## src/rtl/stopwatch_core.sv

```systemverilog
`default_nettype none
// ============================================================================
//  Module      : stopwatch_core
//  Description : MM:SS BCD stopwatch with run/pause/adjust FSM and a
//                4-digit multiplexed active-low 7-segment display driver.
//  Revision    : 1.0  initial release
// ============================================================================
module stopwatch_core #(
    parameter int MAX_MIN  = 59,
    parameter bit BLINK_EN = 1'b1
) (
    input  logic       clk_100mhz,
    input  logic       rst_n,
    input  logic       clk_1hz,
    input  logic       clk_2hz,
    input  logic       clk_4hz,
    input  logic       clk_500hz,
    input  logic       btn_pause,
    input  logic       btn_clr,
    input  logic       sw_adjust,
    input  logic       sw_sel,
    output logic [7:0] min_bcd,
    output logic [7:0] sec_bcd,
    output logic [1:0] state,
    output logic [3:0] an,
    output logic [6:0] seg
);

    localparam logic [3:0] C_MAX_MIN_T = 4'(MAX_MIN / 10);
    localparam logic [3:0] C_MAX_MIN_O = 4'(MAX_MIN % 10);
    localparam logic [6:0] C_SEG_BLANK = 7'b1111111;

    typedef enum logic [1:0] {
        ST_RUN    = 2'b00,
        ST_PAUSE  = 2'b01,
        ST_ADJUST = 2'b10
    } state_t;

    state_t     state_q, state_d, state_tmp;
    logic       run_flag_q, run_flag_d;
    logic       blink_q, blink_d;
    logic       btn_pause_q, btn_clr_q;
    logic [7:0] min_q, min_d;
    logic [7:0] sec_q, sec_d;
    logic [1:0] idx_q, idx_d;
    logic [3:0] an_q, an_d;
    logic [6:0] seg_q, seg_d;
    logic [3:0] digit;
    logic       blank;
    logic       pause_evt, clr_evt;

    function automatic logic [7:0] sec_inc(input logic [7:0] v);
        if (v[3:0] >= 4'd9) begin
            if (v[7:4] >= 4'd5) return 8'h00;
            return {v[7:4] + 4'd1, 4'd0};
        end
        return {v[7:4], v[3:0] + 4'd1};
    endfunction

    function automatic logic [7:0] min_inc(input logic [7:0] v);
        if (v >= {C_MAX_MIN_T, C_MAX_MIN_O}) return 8'h00;
        if (v[3:0] >= 4'd9) return {v[7:4] + 4'd1, 4'd0};
        return {v[7:4], v[3:0] + 4'd1};
    endfunction

    function automatic logic [6:0] seg_of(input logic [3:0] d);
        case (d)
            4'd0:    return 7'b1000000;
            4'd1:    return 7'b1111001;
            4'd2:    return 7'b0100100;
            4'd3:    return 7'b0110000;
            4'd4:    return 7'b0011001;
            4'd5:    return 7'b0010010;
            4'd6:    return 7'b0000010;
            4'd7:    return 7'b1111000;
            4'd8:    return 7'b0000000;
            4'd9:    return 7'b0010000;
            default: return C_SEG_BLANK;
        endcase
    endfunction

    assign pause_evt = btn_pause & ~btn_pause_q;
    assign clr_evt   = btn_clr & ~btn_clr_q;

    // FSM: in RUN/PAUSE a same-cycle pause toggle is resolved before the
    // run flag is captured on entry to ADJUST.
    always_comb begin
        state_d    = state_q;
        state_tmp  = state_q;
        run_flag_d = run_flag_q;
        case (state_q)
            ST_RUN, ST_PAUSE: begin
                if (pause_evt)
                    state_tmp = (state_q == ST_RUN) ? ST_PAUSE : ST_RUN;
                if (sw_adjust) begin
                    state_d    = ST_ADJUST;
                    run_flag_d = (state_tmp == ST_RUN);
                end else begin
                    state_d = state_tmp;
                end
            end
            ST_ADJUST: begin
                if (pause_evt)
                    run_flag_d = ~run_flag_q;
                if (!sw_adjust)
                    state_d = run_flag_d ? ST_RUN : ST_PAUSE;
            end
            default: state_d = ST_RUN;
        endcase
    end

    always_comb begin
        blink_d = 1'b0;
        if (state_q == ST_ADJUST && state_d == ST_ADJUST)
            blink_d = clk_4hz ? ~blink_q : blink_q;
    end

    always_comb begin
        min_d = min_q;
        sec_d = sec_q;
        if (clr_evt) begin
            min_d = 8'h00;
            sec_d = 8'h00;
        end else if (state_q == ST_RUN && clk_1hz) begin
            sec_d = sec_inc(sec_q);
            if (sec_d == 8'h00)
                min_d = min_inc(min_q);
        end else if (state_q == ST_ADJUST && clk_2hz) begin
            if (sw_sel)
                sec_d = sec_inc(sec_q);
            else
                min_d = min_inc(min_q);
        end
    end

    // Display refreshes only on scan ticks, so time changes show up at the
    // next visit of the affected digit.
    always_comb begin
        idx_d = idx_q;
        an_d  = an_q;
        seg_d = seg_q;
        digit = 4'd0;
        blank = 1'b0;
        if (clk_500hz) begin
            idx_d = idx_q + 2'd1;
            an_d  = ~(4'b0001 << idx_d);
            case (idx_d)
                2'd0:    digit = sec_q[3:0];
                2'd1:    digit = sec_q[7:4];
                2'd2:    digit = min_q[3:0];
                default: digit = min_q[7:4];
            endcase
            blank = BLINK_EN && (state_q == ST_ADJUST) && blink_q &&
                    (sw_sel ? (idx_d < 2'd2) : (idx_d >= 2'd2));
            seg_d = blank ? C_SEG_BLANK : seg_of(digit);
        end
    end

    always_ff @(posedge clk_100mhz) begin
        // Edge registers track the buttons even in reset so a held button
        // cannot fire once reset releases.
        btn_pause_q <= btn_pause;
        btn_clr_q   <= btn_clr;
        if (!rst_n) begin
            state_q    <= ST_RUN;
            run_flag_q <= 1'b1;
            blink_q    <= 1'b0;
            min_q      <= 8'h00;
            sec_q      <= 8'h00;
            idx_q      <= 2'd0;
            an_q       <= 4'b1110;
            seg_q      <= 7'b1000000;
        end else begin
            state_q    <= state_d;
            run_flag_q <= run_flag_d;
            blink_q    <= blink_d;
            min_q      <= min_d;
            sec_q      <= sec_d;
            idx_q      <= idx_d;
            an_q       <= an_d;
            seg_q      <= seg_d;
        end
    end

    assign min_bcd = min_q;
    assign sec_bcd = sec_q;
    assign state   = state_q;
    assign an      = an_q;
    assign seg     = seg_q;

endmodule
`default_nettype wire

```

## config.mk

```make
export PLATFORM = sky130hd
export DESIGN_NAME = stopwatch_core
export DESIGN_NICKNAME = d
export VERILOG_FILES = /design/src/rtl/stopwatch_core.sv
export SDC_FILE = /design/constraint.sdc
export NUM_CORES = 1
export LEC_CHECK = 0
export BUFFER_PORTS_ARGS = -buffer_cell sky130_fd_sc_hd__clkbuf_2
export CORE_ASPECT_RATIO = 0.8
export CORE_MARGIN = 4
export CORE_UTILIZATION = 43
export CTS_CLUSTER_SIZE = 10
export DETAILED_ROUTE_END_ITERATION = 8
export SLEW_MARGIN = 20
export SYNTH_ARGS = -nofsm -noshare
export SYNTH_HDL_FRONTEND = slang
export SYNTH_SLANG_ARGS = --single-unit
```

## constraint.sdc

```tcl
create_clock -name clk_100mhz -period 2.9 [get_ports clk_100mhz]
set_input_delay 0 -clock clk_100mhz [delete_from_list [all_inputs] [get_ports clk_100mhz]]
set_output_delay 0 -clock clk_100mhz [all_outputs]
set_load 0.01 [all_outputs]
```

==> results.md, run 1 <==
* Final Hold Viols at 0
* Slew HR at 0.513
* Die width at 87.4 um
* Met2 Wirelength at 2010 um
* RePlAce Congestion at 0.831
* Synth top area share at 0.323
* Worst path cell trace: inv_1 > ha_1 > or3b_2 > a221oi_2 > nor2_1 > a221oi_1 > o2bb2a_1
* Clk_lat worst skew at 0.29 ns
* Via count at around 1900
* Async SR Flop Fraction at 0
* Initial Util at 0.458
* Mean Syn Cell Area at ~8.9 sq um
* Die height at 71.5 um
* Flops & latches, synth at 35
* Ports at 39
* Post-synth EDFFs at 0
* Die area at 6250 sq um
* CTS root buf: clkbuf_8
* Clock Skew at 0.00892 ns
* Hold endpoint: an[2]
* Top cell type by total area after synthesis: dfxtp_1
* Post-synthesis cell area at 2170 sq um
* Initial DRC count at 110
* Worst path slowest cell: a221oi_2
* Setup violators final at 0
* Global-route wire length before repair at 8600 um
* Main synth FF type: dfxtp_1
* Vias in the first global route at about 1800
* Worst min-delay path startpoint: rst_n
* Syn-to-layout area delta at 15.4%
* RSZ-0062 raised after global routing: false
* Total Neg Setup Slack at 0 ns
* PwrDens at between 400 and 500 nW/um^2
* Minimum clock period at 2.56 ns
* TritonCTS clock tree: yes
* Worst Hold Class: input port to flop
* Worst r2r dst: min_bcd[5]
* WL met3 at 299 um
* Most common cell in the synthesized netlist: dfxtp_1
* Placement Cell Area at 2390 sq um
* CP arrival at 2.80 ns
* Drt first pass iters at 4
* Nets@finish at 313
* R2R Path Start: min_bcd[1]
* H-tree depth at 2
* Gates resized, CTS repair at 0
* Detailed placement HPWL at 3680 um
* Per-cell routed wire length at approximately 15 um
* Core ar. at 4730 sq um
* Num CTS Buffers at 5
* Largest net degree at the start of global routing at 19
* Total leakage power at between 1 and 1.5 nW
* Share of cells above drive strength 1 at 0.235
* Synth cell count leaders: 35 x dfxtp_1, 27 x nand2_1, 21 x ha_1, 17 x inv_1, 12 x a21oi_1
* WP data required at 3.13 ns
* Final instance area at 2500 sq um
* Final critical-path share of the clock period at 0.883
* Port bufs at 38
* FF-to-FF path depth at 7
* Crit path kind: flop to flop
* GRT Residual Overflow at 0
* Largest cells by area after synthesis: dfxtp_1 32%, ha_1 12%, nand2_1 4.7%
* Setup slack, reg-to-reg at 0.34 ns
* Max-cap viol count at 0
* Postcts setup bufs at 0
* Post-synthesis sequential area ratio at 0.323
* Max-slew violation count at 0
* Total GRT Usage at 0.171
* Clk slew on worst S/H paths at 0.07 ns
* Layout Utilization at 0.528
* Final wirelength at 4980 um
* Top routing layer used: met4
* Critical path peak fanout at 7
* Initial antenna violation count at 0
* DR vias/cell at 5.54
* Number of distinct library cells after synthesis at 57
* Row count at 22
* Slew @ Worst Pin at 0.711 ns
* Yosys synthesis warning count at 0
* Syn nets at about 270
* Outcome: finished, final reports clean
* # DRC at 0
* Wl on met1 at between 2000 and 3000 um
* WHS Path Cells at 2
* Gate count after technology mapping at 243
* Peak supply drop at 0.205 mV
* Type of origin of the critical path: flop
* Max incr delay on CP at 0.51 ns
* Maximum clock rate at 390 MHz
* CP endpoint kind: flop
* Layout fillers at 451
* Post-route ant nets at 0
* Clock Tree Buf Depth at 2
* Cts hold-fix bufs at 4
* Antenna diode count at 0
* TritonCTS Sinks at 35
cell families after synthesis:
| group | Yosys count | share of synthesized area |
|---|---|---|
| compound gates | 61 | 0.225 |
| flops | 35 | 0.323 |
| fa+ha+maj | 21 | 0.121 |
| simple gates | 82 | 0.202 |
| mux | 11 | 0.0549 |
| buf+inv | 28 | 0.0537 |
| xor+xnor | 5 | 0.0202 |
worst max-delay path, delay by kind of cell (launching register included):
kind            cells  cell delay (ns)
fa+ha+maj           1             0.18
simple gates        2             0.63
flops               1             0.45
compound gates      3             1.13
buf+inv             1             0.11
power by group:
| part | internal [mW] | switching, mW | total [mW] |
|---|---|---|---|
| clock network | 0.160 | 0.166 | 0.326 |
| registers | 0.500 | 0.0206 | 0.521 |
| logic | 0.0689 | 0.0870 | 0.156 |
state kept, by name (all words and copies together), names as in the netlist, 2 cells and up:
register,cells
min_bcd,8
seg,7
idx_q,2
an,4
sec_bcd,8
state,2
through the flow:
step                      std cells  hold slack (ns)  setup slack, ns  total power [mW]
final                           341           0.0975            0.338              1.00
after global routing            341            0.146            0.102              1.06
after CTS                       341           0.0819            0.321              1.02
after detailed placement        331            0.124            0.340             0.683
after global placement          331            0.121            0.323             0.683
after floorplan                 243           0.0277            0.670             0.638
how the worst max path moves through the flow:
| stage | from | to | slack, ns | depth (start not counted) |
|---|---|---|---|---|
| final | min_bcd[1] | min_bcd[5] | 0.34 | 7 |
| after global routing | min_bcd[1] | min_bcd[5] | 0.10 | 7 |
| after CTS | min_bcd[1] | min_bcd[5] | 0.32 | 7 |
| after detailed placement | min_bcd[1] | min_bcd[5] | 0.34 | 7 |
| after global placement | min_bcd[1] | min_bcd[5] | 0.32 | 7 |
| after floorplan | sec_bcd[1] | min_bcd[3] | 0.67 | 8 |
layer usage:
layer / global-route usage / vias up
met5: 0 / -
met4: 0.0562 / 0
li1: - / 967
met3: 0.0345 / 8
met1: 0.263 / 860
met2: 0.233 / 53
layout by cell type (no fill, tap or decap), types with 4 or more instances in the layout:
| master | n |
|---|---|
| clkbuf_2 | 38 |
| dfxtp_1 | 35 |
| nand2_1 | 27 |
| ha_1 | 21 |
| inv_1 | 17 |
| a21oi_1 | 12 |
| nor2_1 | 11 |
| o21ai_0 | 11 |
| mux2_2 | 7 |
| nand2b_1 | 6 |
| o221a_2 | 6 |
| nor2b_1 | 5 |
| clkbuf_8 | 5 |
| a222oi_1 | 4 |
| nand3_1 | 4 |
| and2_1 | 4 |
| nand4_1 | 4 |
| mux2i_1 | 4 |
| dlygate4sd3_1 | 4 |
cell type report:
class	count	area [sq um]	area share
clock buffer	6	72.6	0.0290
inverter	17	63.8	0.0255
multi-input combinational	180	1350	0.540
sequential	35	701	0.280
tap	60	75.1	0.0300
timing repair buffer	43	238	0.0951
Note: power is estimated with default switching activity, not from simulation.
==> inputs of run 2 (changes only) <==
- CTS_BUF_LIST: default -> sky130_fd_sc_hd__clkbuf_2 sky130_fd_sc_hd__clkbuf_4 sky130_fd_sc_hd__clkbuf_8
- SLEW_MARGIN: 20 -> 15
==> results.md, run 2 (synthesized netlist as in run 1, its figures left out) <==
* Ports at 39 (unchanged)
* Peak supply drop at 0.205 mV (about the same)
* Worst min-delay path startpoint: rst_n (unchanged)
* Syn-to-layout area delta at 15.5% (was 15.4%)
* GRT Residual Overflow at 0 (unchanged)
* Initial Util at 0.458 (unchanged)
* TritonCTS Sinks at 35 (unchanged)
* Row count at 22 (unchanged)
* Max-slew violation count at 0 (unchanged)
* Instance count on the critical path at 7 (unchanged)
* Via count at 1886 (was 1888)
* Clk_lat worst skew at 0.29 ns (about the same)
* Outcome: finished, final reports clean (unchanged)
* Placement Cell Area at 2390 sq um (unchanged)
* Slew HR at 0.513 (about the same)
* TritonCTS clock tree: yes (unchanged)
* Total Neg Setup Slack at 0 ns (unchanged)
* Max-cap viol count at 0 (unchanged)
* Worst path slowest cell: a221oi_2 (unchanged)
* Type of origin of the critical path: flop (unchanged)
* Initial DRC count at 110 (unchanged)
* CP endpoint kind: flop (unchanged)
* Initial antenna violation count at 0 (unchanged)
* P_int at 0.738 mW (was 0.729 mW)
* Layout fillers at 449 (was 451)
* Minimum clock period at 2.57 ns (was 2.56 ns)
* Leading cell type in the layout, fill and taps excluded: clkbuf_2 (unchanged)
* Worst path cell trace: inv_1 > ha_1 > or3b_2 > a221oi_2 > nor2_1 > a221oi_1 > o2bb2a_1 (unchanged)
* Family with the most delay on the worst path: compound AO/OA/AOI/OAI gates (unchanged)
* Final Hold Viols at 0 (unchanged)
* Clock Skew at 0.00884 ns (was 0.00892 ns)
* Area occupied by multi-input gates at 1350 sq um (unchanged)
* Non-filler instance count after layout at 341 (unchanged)
* RePlAce Congestion at 0.831 (unchanged)
* Worst Hold Class: input port to flop (unchanged)
* Maximum clock rate at 389 MHz (was 390 MHz)
* Critical path peak fanout at 7 (unchanged)
* Most frequent cells in the layout: 38 x clkbuf_2, 35 x dfxtp_1, 27 x nand2_1, 21 x ha_1, 17 x inv_1 (unchanged)
* Global-route wire length before repair at 8600 um (unchanged)
* Nets@finish at 313 (unchanged)
* CP arrival at 2.80 ns (about the same)
* Sequential Area at 701 sq um (unchanged)
* Vias in the first global route at 1774 (unchanged)
* WHS Path Cells at 2 (unchanged)
* Antenna diode count at 0 (unchanged)
* H-tree depth at 2 (unchanged)
* Share of cells above drive strength 1 at 0.238 (was 0.235)
* Die width at 87.4 um (unchanged)
* Core ar. at 4730 sq um (unchanged)
* Sw Pwr at 0.275 mW (was 0.274 mW)
* Final critical-path share of the clock period at 0.886 (was 0.883)
* DR vias/cell at 5.53 (was 5.54)
* Die height at 71.5 um (unchanged)
* Total leakage power at 1.10 nW (about the same)
* Drt first pass iters at 5 (was 4)
* CTS root buf: clkbuf_8 (unchanged)
* Worst r2r dst: min_bcd[5] (unchanged)
* Cell Count Post-Placement at 331 (unchanged)
* Per-cell routed wire length at 14.6 um (about the same)
* Postcts setup bufs at 0 (unchanged)
* Clock Tree Buf Depth at 2 (unchanged)
* Clock network power share at 0.332 (was 0.325)
* Clk slew on worst S/H paths at 0.07 ns (about the same)
* Die area at 6250 sq um (unchanged)
* Detailed placement HPWL at 3680 um (unchanged)
* Final instance area at 2500 sq um (about the same)
* Slew @ Worst Pin at 0.711 ns (about the same)
* Critical path buffers and inverters at 1 (unchanged)
* Crit path kind: flop to flop (unchanged)
* Port bufs at 38 (unchanged)
* Setup slack, reg-to-reg at 0.33 ns (was 0.34 ns)
* Sequential Power Share at 0.514 (was 0.519)
* Max incr delay on CP at 0.51 ns (about the same)
* WP data required at 3.14 ns (was 3.13 ns)
* Num CTS Buffers at 5 (unchanged)
* Setup violators final at 0 (unchanged)
* PwrDens at 405 nW/um^2 (was 401 nW/um^2)
* Largest net degree at the start of global routing at 19 (unchanged)
* Sw frac at 0.271 (was 0.273)
* Total GRT Usage at 0.171 (unchanged)
* Post-route ant nets at 0 (unchanged)
* RSZ-0062 raised after global routing: false (unchanged)
* # DRC at 0 (unchanged)
* Comb pwr share at 0.154 (was 0.155)
* FF-to-FF path depth at 7 (unchanged)
* Final wirelength at 4980 um (about the same)
* Hold endpoint: an[2] (unchanged)
* R2R Path Start: min_bcd[1] (unchanged)
==> run 2: cell counts in the layout (fill, tap and decap cells not counted) <==
Identical to the previous run, type by type.
==> run 2: worst max path at each step <==
stage	from	slack, ns	end
floorplan	sec_bcd[1]	0.67	min_bcd[3]
global placement	min_bcd[1]	0.32	min_bcd[5]
detailed placement	min_bcd[1]	0.34	min_bcd[5]
CTS	min_bcd[1]	0.32	min_bcd[5]
global route	min_bcd[1]	0.10	min_bcd[5]
finish	min_bcd[1]	0.33	min_bcd[5]
==> run 2: final cells by class <==
| class | instances | area share |
|---|---|---|
| multi-input combinational | 180 | 0.539 |
| sequential | 35 | 0.280 |
| timing repair buffer | 43 | 0.0950 |
| clock buffer | 6 | 0.0305 |
| tap | 60 | 0.0300 |
| inverter | 17 | 0.0255 |
==> run 2: worst register-to-register path, delay by kind of cell, from the launching register on <==
family,cells,cell delay [ns]
adder cells (fa/ha/maj),1,0.18
buffers and inverters,1,0.11
flip-flops,1,0.44
AND/OR/NAND/NOR,2,0.63
AO/OA/AOI/OAI,3,1.13
==> run 2: per-stage QoR <==
stage	utilization	hold WS (ns)	power, mW	setup slack [ns]
6_report	0.529	0.0973	1.01	0.331
5_1_grt	0.529	0.146	1.06	0.102
4_1_cts	0.529	0.0819	1.03	0.321
3_5_place_dp	0.504	0.124	0.683	0.340
3_3_place_gp	0.504	0.121	0.683	0.323
2_1_floorplan	-	0.0277	0.638	0.670
==> run 2: metal layers <==
metal,track usage,part of all wire
met5,0,0
met4,0.0562,0.015
met3,0.0345,0.067
met2,0.233,0.40
met1,0.263,0.52
==> run 2: repair_timing <==
action,CTS,global route
resized for setup,0,0
hold buffers,4,0
hold endpoints to repair,4,0
==> run 2: power by group through the flow <==
stage                     sequential (mW)  clock (mW)  combinational [mW]
after CTS                           0.521       0.350               0.156
after detailed placement            0.532           0               0.151
after global placement              0.531           0               0.152
final                               0.521       0.336               0.156
after global routing                0.525       0.363               0.177
after floorplan                     0.531           0               0.107
